<file path="config.mk">
export PLATFORM = sky130hd
export DESIGN_NAME = gbe_rx_app_ctrl
export DESIGN_NICKNAME = d
export VERILOG_FILES = /design/src/rtl/gbe_rx_app_ctrl.sv
export SDC_FILE = /design/constraint.sdc
export NUM_CORES = 1
export LEC_CHECK = 0
export ABC_CLOCK_PERIOD_IN_PS = 1800
export CAP_MARGIN = 20
export CELL_PAD_IN_SITES_DETAIL_PLACEMENT = 1
export CELL_PAD_IN_SITES_GLOBAL_PLACEMENT = 1
export CORE_AREA = 4 4 79 155
export DETAILED_ROUTE_END_ITERATION = 12
export DIE_AREA = 0 0 83 159
export PLACE_DENSITY_LB_ADDON = 0.1
export SYNTH_ARGS = -nofsm -noshare
export SYNTH_HDL_FRONTEND = slang
export SYNTH_SLANG_ARGS = --single-unit
</file>
<file path="constraint.sdc">
create_clock -name app_clk -period 1.8 [get_ports app_clk]
set_input_delay 0.27 -clock app_clk [delete_from_list [all_inputs] [get_ports app_clk]]
set_output_delay 0.27 -clock app_clk [all_outputs]
set_load 0.03 [all_outputs]
</file>
<file path="src/rtl/gbe_rx_app_ctrl.sv">
// Receive-side application controller: converts the gbe_rx FIFO pop interface into a
// ready/valid byte stream with framing, a length limit and overrun recovery.
// Define GBE_RX_APP_CTRL_STATS_EN to build the frame/drop/overrun statistics counters.
module gbe_rx_app_ctrl #(
  parameter int MAX_LEN    = 1500,
  parameter int RST_CYCLES = 4
) (
  input  logic        app_clk,
  input  logic        app_rst,
  input  logic [7:0]  rx_data,
  input  logic        rx_dvld,
  input  logic        rx_eof,
  input  logic        rx_badframe,
  input  logic [31:0] rx_srcip,
  input  logic [15:0] rx_srcport,
  input  logic        rx_overrun,
  output logic        rx_ack,
  output logic        rx_rst,
  output logic [7:0]  usr_data,
  output logic        usr_valid,
  input  logic        usr_ready,
  output logic        usr_sof,
  output logic        usr_eof,
  output logic        usr_err,
  output logic [31:0] usr_srcip,
  output logic [15:0] usr_srcport,
  output logic [15:0] frame_cnt,
  output logic [15:0] drop_cnt,
  output logic [15:0] ovr_cnt
);

  typedef enum logic [2:0] {
    S_PASS,
    S_DROP,
    S_ABORT,
    S_RESET,
    S_WAIT
  } state_t;

  localparam logic [10:0] LEN_LAST = 11'(MAX_LEN - 1);
  localparam logic [3:0]  RST_LOAD = 4'(RST_CYCLES - 1);

  state_t      state, state_nxt;
  logic        first, first_nxt;
  logic [10:0] len, len_nxt;
  logic [3:0]  rst_cnt, rst_cnt_nxt;
  logic        trunc;

  // Source identification is a pure pass-through and is valid with every beat.
  assign usr_srcip   = rx_srcip;
  assign usr_srcport = rx_srcport;

  // This byte would exceed the length limit without being the frame's natural end.
  assign trunc = (len == LEN_LAST) && !rx_eof;

  // NOTE: sequential state uses non-blocking assignments so every register samples
  // the pre-edge values of its peers, independent of statement order.
  always_ff @(posedge app_clk) begin
    if (app_rst) begin
      state   <= S_RESET;
      first   <= 1'b1;
      len     <= '0;
      rst_cnt <= RST_LOAD;
    end else begin
      state   <= state_nxt;
      first   <= first_nxt;
      len     <= len_nxt;
      rst_cnt <= rst_cnt_nxt;
    end
  end

  // NOTE: every output and next-state value gets a default before the case so no
  // path through the block can leave a signal unassigned and infer a latch.
  always_comb begin
    state_nxt   = state;
    first_nxt   = first;
    len_nxt     = len;
    rst_cnt_nxt = rst_cnt;
    rx_ack      = 1'b0;
    rx_rst      = 1'b0;
    usr_valid   = 1'b0;
    usr_data    = 8'h00;
    usr_sof     = first;
    usr_eof     = 1'b0;
    usr_err     = 1'b0;

    case (state)
      S_PASS: begin
        if (rx_overrun) begin
          // A partially delivered frame must be closed with a synthetic error beat.
          if (first) begin
            state_nxt   = S_RESET;
            rst_cnt_nxt = RST_LOAD;
          end else begin
            state_nxt = S_ABORT;
          end
        end else begin
          usr_valid = rx_dvld;
          usr_data  = rx_data;
          usr_eof   = rx_eof || trunc;
          usr_err   = (rx_eof && rx_badframe) || trunc;
          rx_ack    = rx_dvld && usr_ready;
          if (rx_ack) begin
            if (rx_eof) begin
              first_nxt = 1'b1;
              len_nxt   = '0;
            end else if (trunc) begin
              state_nxt = S_DROP;
              first_nxt = 1'b1;
              len_nxt   = '0;
            end else begin
              first_nxt = 1'b0;
              len_nxt   = len + 11'd1;
            end
          end
        end
      end

      S_DROP: begin
        if (rx_overrun) begin
          state_nxt   = S_RESET;
          rst_cnt_nxt = RST_LOAD;
        end else begin
          rx_ack = rx_dvld;
          if (rx_dvld && rx_eof) begin
            state_nxt = S_PASS;
            first_nxt = 1'b1;
            len_nxt   = '0;
          end
        end
      end

      S_ABORT: begin
        usr_valid = 1'b1;
        usr_eof   = 1'b1;
        usr_err   = 1'b1;
        if (usr_ready) begin
          state_nxt   = S_RESET;
          rst_cnt_nxt = RST_LOAD;
          first_nxt   = 1'b1;
          len_nxt     = '0;
        end
      end

      S_RESET: begin
        rx_rst = 1'b1;
        if (rst_cnt == 4'd0) begin
          state_nxt = S_WAIT;
        end else begin
          rst_cnt_nxt = rst_cnt - 4'd1;
        end
      end

      S_WAIT: begin
        if (!rx_overrun) begin
          state_nxt = S_PASS;
          first_nxt = 1'b1;
          len_nxt   = '0;
        end
      end

      default: begin
        state_nxt   = S_RESET;
        rst_cnt_nxt = RST_LOAD;
      end
    endcase

    // Reset is synchronous, so the outputs must be silenced combinationally while it is held.
    if (app_rst) begin
      rx_ack    = 1'b0;
      rx_rst    = 1'b1;
      usr_valid = 1'b0;
      usr_data  = 8'h00;
      usr_sof   = 1'b1;
      usr_eof   = 1'b0;
      usr_err   = 1'b0;
    end
  end

`ifdef GBE_RX_APP_CTRL_STATS_EN
  logic        beat_end;
  logic [15:0] frame_q, drop_q, ovr_q;

  // Every frame closes with exactly one accepted eof beat; usr_err sorts good from dropped.
  assign beat_end = usr_valid && usr_ready && usr_eof;

  always_ff @(posedge app_clk) begin
    if (app_rst) begin
      frame_q <= '0;
      drop_q  <= '0;
      ovr_q   <= '0;
    end else begin
      if (beat_end && !usr_err) frame_q <= frame_q + 16'd1;
      if (beat_end && usr_err)  drop_q  <= drop_q + 16'd1;
      if (state_nxt == S_RESET && state != S_RESET) ovr_q <= ovr_q + 16'd1;
    end
  end

  assign frame_cnt = frame_q;
  assign drop_cnt  = drop_q;
  assign ovr_cnt   = ovr_q;
`else
  assign frame_cnt = '0;
  assign drop_cnt  = '0;
  assign ovr_cnt   = '0;
`endif

endmodule

</file>
# ---- Word-level counts from Yosys, hierarchy flattened
# Cells that the tools add are included.
dict set report totals {
  register_bits 19
  in_bits 63
  elab_cells 93
}
dict set report classes {
  bitwise 1
  reduce_logical 13
  n_eq_ne 20
  addsub 2
  mux 53
}
# op n
set ops {}
lappend ops {{2-to-1 mux 11 bit} 8}
lappend ops {{one-hot mux 11 bit (4 select lines)} 1}
lappend ops {{2-to-1 mux 3 bit} 9}
lappend ops {{2-to-1 mux 8 bit} 3}
lappend ops {{!= test 2 bit (second input constant)} 11}
lappend ops {{2-to-1 mux 1 bit} 20}
lappend ops {{2-to-1 mux 4 bit} 5}
lappend ops {{one-hot mux 4 bit (5 select lines)} 1}
lappend ops {{one-hot mux 3 bit (5 select lines)} 1}
lappend ops {{AND reduction 7 bit} 2}
lappend ops {{!= test 3 bit (second input constant)} 4}
lappend ops {{adder 11 x 1 -> 11 bit (second input constant)} 1}
lappend ops {{equality test 11 bit (second input constant)} 1}
lappend ops {{one-hot mux 1 bit (2 select lines)} 4}
lappend ops {{equality test 3 x 2 -> 1 bit (second input constant)} 2}
lappend ops {{AND reduction 6 bit} 1}
lappend ops {{logical AND 1 bit} 4}
lappend ops {{zero test 4 bit} 1}
lappend ops {{one-hot mux 1 bit (4 select lines)} 1}
lappend ops {{nonzero test 4 bit} 1}
lappend ops {{subtractor 4 x 1 -> 4 bit (second input constant)} 1}
lappend ops {{equality test 3 x 1 -> 1 bit (second input constant)} 1}
lappend ops {{equality test 3 bit (second input constant)} 1}
lappend ops {{zero test 3 bit} 1}
lappend ops {{3 further kinds} 4}

# ---- Depth between registers and ports, before layout
# Gate-level depths: netlist of the first run.
dict set report depth {
  word_depth 7
  ltp_mapped 7
  mapped_depth_nobuf 7
}

# ---- Worst setup path after synthesis of the first run
# Ideal clock, no wire load.
dict set report synth_path {
  path_kind {flip-flop to output port}
  from {reg state[1]}
  to {out rx_ack}
  arrival_ns 1.927
  required_ns 1.530
  path_buffers 1
  path_slack_ns -0.397
  path_stages_with_launch 5
  path_cell_list {dfxtp_1 -> nor2_1 -> clkbuf_1 -> o21ai_0 -> nor4b_1}
}
dict set report synth_via {
  elab_chain_len 3
}
# item line
set synth_rtl {}
lappend synth_rtl {{from (decl)} 43} ;# state_t state, state_nxt;
lappend synth_rtl {{from (signal assigned)} 65} ;# state <= state_nxt;
lappend synth_rtl {{equality test 3 x 1 -> 1 bit / zero test 3 bit (equally long branches)} 87} ;# case (state)
lappend synth_rtl {{one-hot mux 1 bit (2 select lines) (*)} 87}
lappend synth_rtl {{2-to-1 mux 1 bit (*)} 169} ;# if (app_rst) begin
lappend synth_rtl {{to (decl)} 17} ;# output logic rx_ack,
# Every way passes the cells marked *; elsewhere a longest branch is shown, timed or not.

# ---- Final worst setup path of the first run
dict set report layout_path {
  from {reg len[1]}
  to {out usr_err}
}
dict set report layout_via {
  elab_chain_len 6
}
# item line
set layout_rtl {}
lappend layout_rtl {{from (decl)} 45} ;# logic [10:0] len, len_nxt;
lappend layout_rtl {{from (signal assigned)} 67} ;# len <= len_nxt;
lappend layout_rtl {{equality test 11 bit} 54} ;# assign trunc = (len == LEN_LAST) && !rx_eof;
lappend layout_rtl {{logical AND 1 bit} 54}
lappend layout_rtl {{logical OR 1 bit} 101} ;# usr_err = (rx_eof && rx_badframe) || trunc;
lappend layout_rtl {{2-to-1 mux 1 bit} 89} ;# if (rx_overrun) begin
lappend layout_rtl {{one-hot mux 1 bit (2 select lines)} 87}
lappend layout_rtl {{2-to-1 mux 1 bit} 169}
lappend layout_rtl {{to (decl)} 24} ;# output logic usr_err,
# Every way passes these cells.

==> results of run 1 <==
[cell usage in the layout (no fill, tap or decap), drive strengths merged, types with 2 or more instances in the layout]
master / instances
ha: 2
inv: 8
and2: 3
a21oi: 10
or3b: 2
or2: 2
nand2: 13
xnor2: 2
o21ai: 6
nor2b: 5
o211ai: 2
nor3: 5
a31oi: 5
o32ai: 3
and3: 10
clkbuf: 3
dfxtp: 19
nand2b: 3
o211a: 2
o21a: 5
nand3: 11
nor2: 7
dlygate4sd2: 4
conb: 48
or3: 4
nand3b: 2
a21o: 2
or4: 5
buf: 80
clkdlybuf4s50: 10
a211oi: 2
[state kept, by name, indices dropped and copies added (netlist names)]
name,flops
rst_cnt,4
state,3
len,11
first,1
[final cells by class]
type,count,area (sq um),area share (%)
multi-input combinational,173,1160,44.0
timing repair buffer,94,805,30.4
sequential,19,390,14.8
tap,140,175,6.62
clock buffer,3,75.1,2.84
inverter,8,30.0,1.14
clock inverter,1,5.00,0.189
[worst min-delay path: cells and delay by family, from the launching register on]
kind                   cells  cell delay (ns)
AO/OA/AOI/OAI              1             0.11
buffers and inverters      1             0.06
flip-flops                 1             0.32
[metal layers]
metal	routed length, um	up-vias	part of all wire, %	GRT usage, %
met5	0	-	0	0
met4	80	0	1.2	3.50
met3	188	6	2.7	0.673
met2	4550	46	66	23.1
met1	2030	832	30	8.67
li1	-	825	-	-
[through the flow]
stage / cell area [sq um] / worst slack [ns]
final: 2650 / -0.0974
after global routing: 2650 / -0.170
after CTS: 2490 / -0.278
after detailed placement: 2230 / -0.465
after global placement: 2230 / -0.465
after floorplan: 2180 / -0.00636
[cells by family (layout without fill, tap and decap cells)]
kind of cell    after synthesis  count (layout)  synth area share [%]
xor+xnor                      2               2                 0.893
flops                        19              19                  19.4
simple gates                 78              78                  23.2
other cells                   1              48                 0.191
compound gates               43              43                  14.9
fa+ha+maj                     2               2                  1.28
buf+inv                     113             106                  40.2
[where the power goes]
group	total (uW)	switching (uW)	internal [uW]	leakage [uW]
logic	1100	607	495	0.000959
clock network	500	201	300	0.0000409
registers	515	41.9	473	0.000155
[path summary, 6_finish.rpt]
kind | to | slack, ns | cells past startpoint
hold / removal | rst_cnt[0] | 0.52 | 2
hold reg to reg | rst_cnt[0] | 0.52 | 2
setup / recovery | usr_err | -0.1 | 7
setup reg to reg | len[0] | -0.04 | 8
[timing repair]
item                                    4_1_cts  5_1_grt
setup buffers                                 7       10
pin swaps                                    14       18
gates resized for setup                      40       22
endpoints found under the setup margin       25       28
==> metrics.txt, run 1 <==
Synth Instances ~260; Post-synth top flop dfxtp_1; Antenna diodes 0; Reg clk slew, reported paths around 0.060 ns; share of cells above drive strength 1 roughly 43%; CP max FO 2; largest net degree at the start of global routing 14; Hold WS between 0.5 and 0.6 ns; Slowest-stage cell, CP dfxtp_2; final setup violation count 6; Synth area leaders buf_4, dfxtp_1, and3_1; final hold violation count 0; Final Critical Period around 1.9 ns; count of cell types in the netlist 44; initial antenna violation count 0; Die Y approximately 160 um; gr usage total between 10% and 20%; Peak Freq about 530 MHz; post-route setup slack -0.0974 ns; CTS sink cnt 19; Die ar. approximately 13,000 sq um; Setup CP Type flip-flop to output pin; Mapped Avg Cell Area between 7 and 8 sq um; number of synthesis warnings 0; ys async rst share 0%; first-pass GRT wire length approximately 11,000 um; top-area cell type share of the netlist area a little under two fifths; synth cell count leaders buf_4, dfxtp_1, nand2_1; CP Launch Point len[1]; Nets approximately 360; worst skew pair latency roughly 0.26 ns; via count 1,709; max incr delay on CP ~0.36 ns; Initial Util about 18%; fin util 24.2%; Pre-antenna DRT Iters 4; Post-CTS Hold Fix Bufs 0; Post-DRT Antenna Nets 0; most instantiated library cell after synthesis buf_4; dpl hpwl approximately 5600 um; Placeable Area around 11,000 sq um; initial DRC count 45; max_cap viols 0; CTS max path bufs 2; failing checks setup timing; crit share post-route 105%; RSZ-0062 raised after global routing true; CP Buf/Inv Count 1; worst r2r src len[1]; Area Growth Syn to Fin 34.8%; CP Capture Type output pin; outcome finished, violations left; CP delay by family, top simple AND/OR/NAND/NOR gates; vias per cell around 4; Peak VDD IR roughly 0.00032 V; CTS HTree Levels 1; CTS tree yes; Seq cells post-synth 19; Site Rows 54; CP Data Arrival Time between 1.5 and 2 ns; Cell Area, Synth 1960 sq um; HP Start rst_cnt[0]; Crit path required time 1.53 ns; CTS Buf Count 3; root buffer cell clkbuf_16; EDFF count, synth 0; Setup crit start kind flip-flop; Top Ports about 170; Leak Pwr about 0.0012 uW; Avg WL per Cell 15.6 um; skew final 0.00259 ns; placed cell count roughly 420; vias in the first global route ~1.9k; total negative setup slack -0.269 ns; HP Class flip-flop to flip-flop; fillers between 1k and 1.5k; Slew Limit Fails 0; total power 2120 uW; Chip Width 83 um; Seq/Total Area, Yosys between 10% and 20%; Cell Chain, Critical Path ha_4, nand4bb_4, nor4_4, o21a_1, o21a_2, and2_4, buf_6; Layout Cells excl Fill 438; placer congestion estimate ~0.73; Residual DRC 0; PwrDens 801 nW/um^2; post-synth top area cell buf_4; Total Wirelength 6840 um; IO buf count 28; grt ovf 0
(Power assumes the default switching activity.)
==> inputs of run 2 (changes only) <==
- ABC_AREA: default -> 1
- CAP_MARGIN: 20 -> 5
- CORE_AREA: 4 4 79 155 -> 4 4 81 159
- DIE_AREA: 0 0 83 159 -> 0 0 85 163
==> run 2 against run 1 <==
Against the previous run:
- the run now ends clean
- clock-buffer cell count did not move
- first-iteration DRC count is 18% lower
- clock power about the same
- via count is 8.1% higher
- sequential share of layout area up 1.6 points
- power rose by 7.6%
- worst setup slack gained 0.18 ns
- wire length increased by 0.73%
- core utilization fell by 3.6 points
- cell count increased by 10%
- critical endpoint unchanged
- largest cell class unchanged
==> metrics.txt, run 2 <==
Synth area leaders buf_4, dfxtp_1, nand2_1; registers with the most flip-flops len (11), rst_cnt (4), state (3); largest net degree at the start of global routing 12; CTS max path bufs 2; Residual DRC 0; most instantiated library cell after synthesis buf_4; Site Rows 56; crit share post-route 95.5%; Seq/Total Area, Yosys 17.3%; largest register by flop count len; first-pass GRT wire length 10,500 um; initial antenna violation count 0; Cell Area, Synth between 2000 and 2500 sq um; CTS tree yes; Setup crit start kind flip-flop; share of cells above drive strength 1 around a quarter; most frequent cells in the layout conb_1, buf_4, nand2_1; dpl hpwl about 5900 um; CP Data Arrival Time ~1.5 ns; Post-CTS Hold Fix Bufs 0; HP Class flip-flop to flip-flop; top-area cell type share of the netlist area about 33%; grt ovf 0; Top Ports approximately 170; Post-synth top flop dfxtp_1; Largest register FFs 11; CP max FO 3; vias per cell 3.83; fillers about 1.5k; root buffer cell clkbuf_16; IO buf count 28; Hold WS about 0.49 ns; Pre-antenna DRT Iters 2; Final Critical Period 1.72 ns; final hold violation count 0; skew final between 0.003 and 0.004 ns; Leak Pwr approximately 0.0012 uW; Antenna diodes 0; CTS Buf Count 3; Avg WL per Cell roughly 14 um; Slowest-stage cell, CP dfxtp_2; via count about 1.8k; gr usage total 9.95%; Peak VDD IR between 0.0003 and 0.0004 V; Cell Chain, Critical Path ha_4, nand2_2, nand3b_1, nand2_1, a21oi_2, nor3_2, buf_4; max_cap viols 0; Nets approximately 400; max incr delay on CP 0.36 ns; Setup CP Type flip-flop to output pin; Synth Instances 330; Placeable Area about 12,000 sq um; vias in the first global route between 2k and 2.5k; Slew Limit Fails 0; RSZ-0062 raised after global routing true; CTS HTree Levels 1; EDFF count, synth 0; worst skew pair latency between 0.2 and 0.3 ns; number of synthesis warnings 0; post-synth top area cell buf_4; commonest non-fill, non-tap cell in the layout conb_1; placer congestion estimate approximately 0.75; post-route setup slack 0.0802 ns; final setup violation count 0; Chip Width ~85 um; count of cell types in the netlist 33; Initial Util a little under a fifth; Die ar. 13,900 sq um; Mapped Avg Cell Area 6.65 sq um; PwrDens around 950 nW/um^2; outcome finished, final reports clean; Seq cells post-synth 19; Total Wirelength approximately 6900 um; Peak Freq ~580 MHz; dpl ws -0.0237 ns; CTS sink cnt 19; ys async rst share 0%; Post-DRT Antenna Nets 0; synth cell count leaders buf_4, nand2_1, inv_1; Reg clk slew, reported paths roughly 0.060 ns; initial DRC count 37; Crit path required time ~1.5 ns; Area Growth Syn to Fin 9.46%; CP Capture Type output pin; Die Y approximately 160 um
[run 2: path summary, 6_finish.rpt]
check / from / to / slack [ns] / cells after the start
setup / recovery: len[1] / usr_err / 0.08 / 7
hold / removal: rst_cnt[3] / rst_cnt[3] / 0.49 / 2
setup reg to reg: len[1] / len[7] / 0.16 / 7
hold reg to reg: rst_cnt[3] / rst_cnt[3] / 0.49 / 2
[run 2: logic make-up (layout without fill, tap and decap cells)]
family                   after synthesis  count (layout)  share of synthesized area, %
buffers and inverters                143             103                          41.4
AND/OR/NAND/NOR                      136             136                          31.1
AO/OA/AOI/OAI                         24              24                          6.90
flip-flops                            19              19                          17.3
XOR/XNOR                               5               5                          2.00
adder cells (fa/ha/maj)                2               2                          1.14
other                                  1              48                         0.171
[run 2: cell type report]
class | instances | area [sq um] | area share (%)
Clock buffer | 3 | 75.1 | 3.13
Timing Repair Buffer | 56 | 458 | 19.1
Clock inverter | 1 | 5.00 | 0.208
Tap cell | 145 | 181 | 7.55
Multi-Input combinational cell | 215 | 1130 | 46.9
Inverter | 43 | 164 | 6.82
Sequential cell | 19 | 393 | 16.4
[run 2: routing by layer]
layer  global-route usage, %  wire, um  vias up
met4                    4.90       210        0
met3                    1.67       270       18
li1                        -         -      903
met2                    21.6      4370       64
met5                       0         0        -
met1                    7.80      2040      863
[run 2: report_power, final]
group          internal [uW]  leakage, uW  total (uW)  switching [uW]
Combinational            417     0.000978        1190             771
Clock                    300    0.0000409         502             202
Sequential               511     0.000157         589            78.4
Total                   1230      0.00118        2280            1050
[run 2: worst max-delay path: cells and delay by family, from the launching register on]
family	cells	cell delay (ns)
DFF	1	0.36
buffers and inverters	1	0.18
and+or+nand+nor	4	0.43
adders and majority gates	1	0.17
AOI/OAI and AO/OA	1	0.06
[run 2: through the flow]
step	setup TNS, ns	utilization, %	total power [uW]	cells	area, sq um
finish	0	20.5	2280	482	2400
global route	-0.0102	20.5	2460	482	2400
CTS	0	20.2	2300	479	2360
detailed placement	-0.0851	18.9	1740	471	2220
global placement	-0.317	18.9	1750	471	2220
floorplan	0	-	1630	377	2380
[run 2: what timing repair did]
item                       4_1_cts  5_1_grt
gates cloned                     0        0
setup endpoints to repair       11       14
pin swaps                        3        1
buffers inserted                 4        3
gates resized for setup         10       11
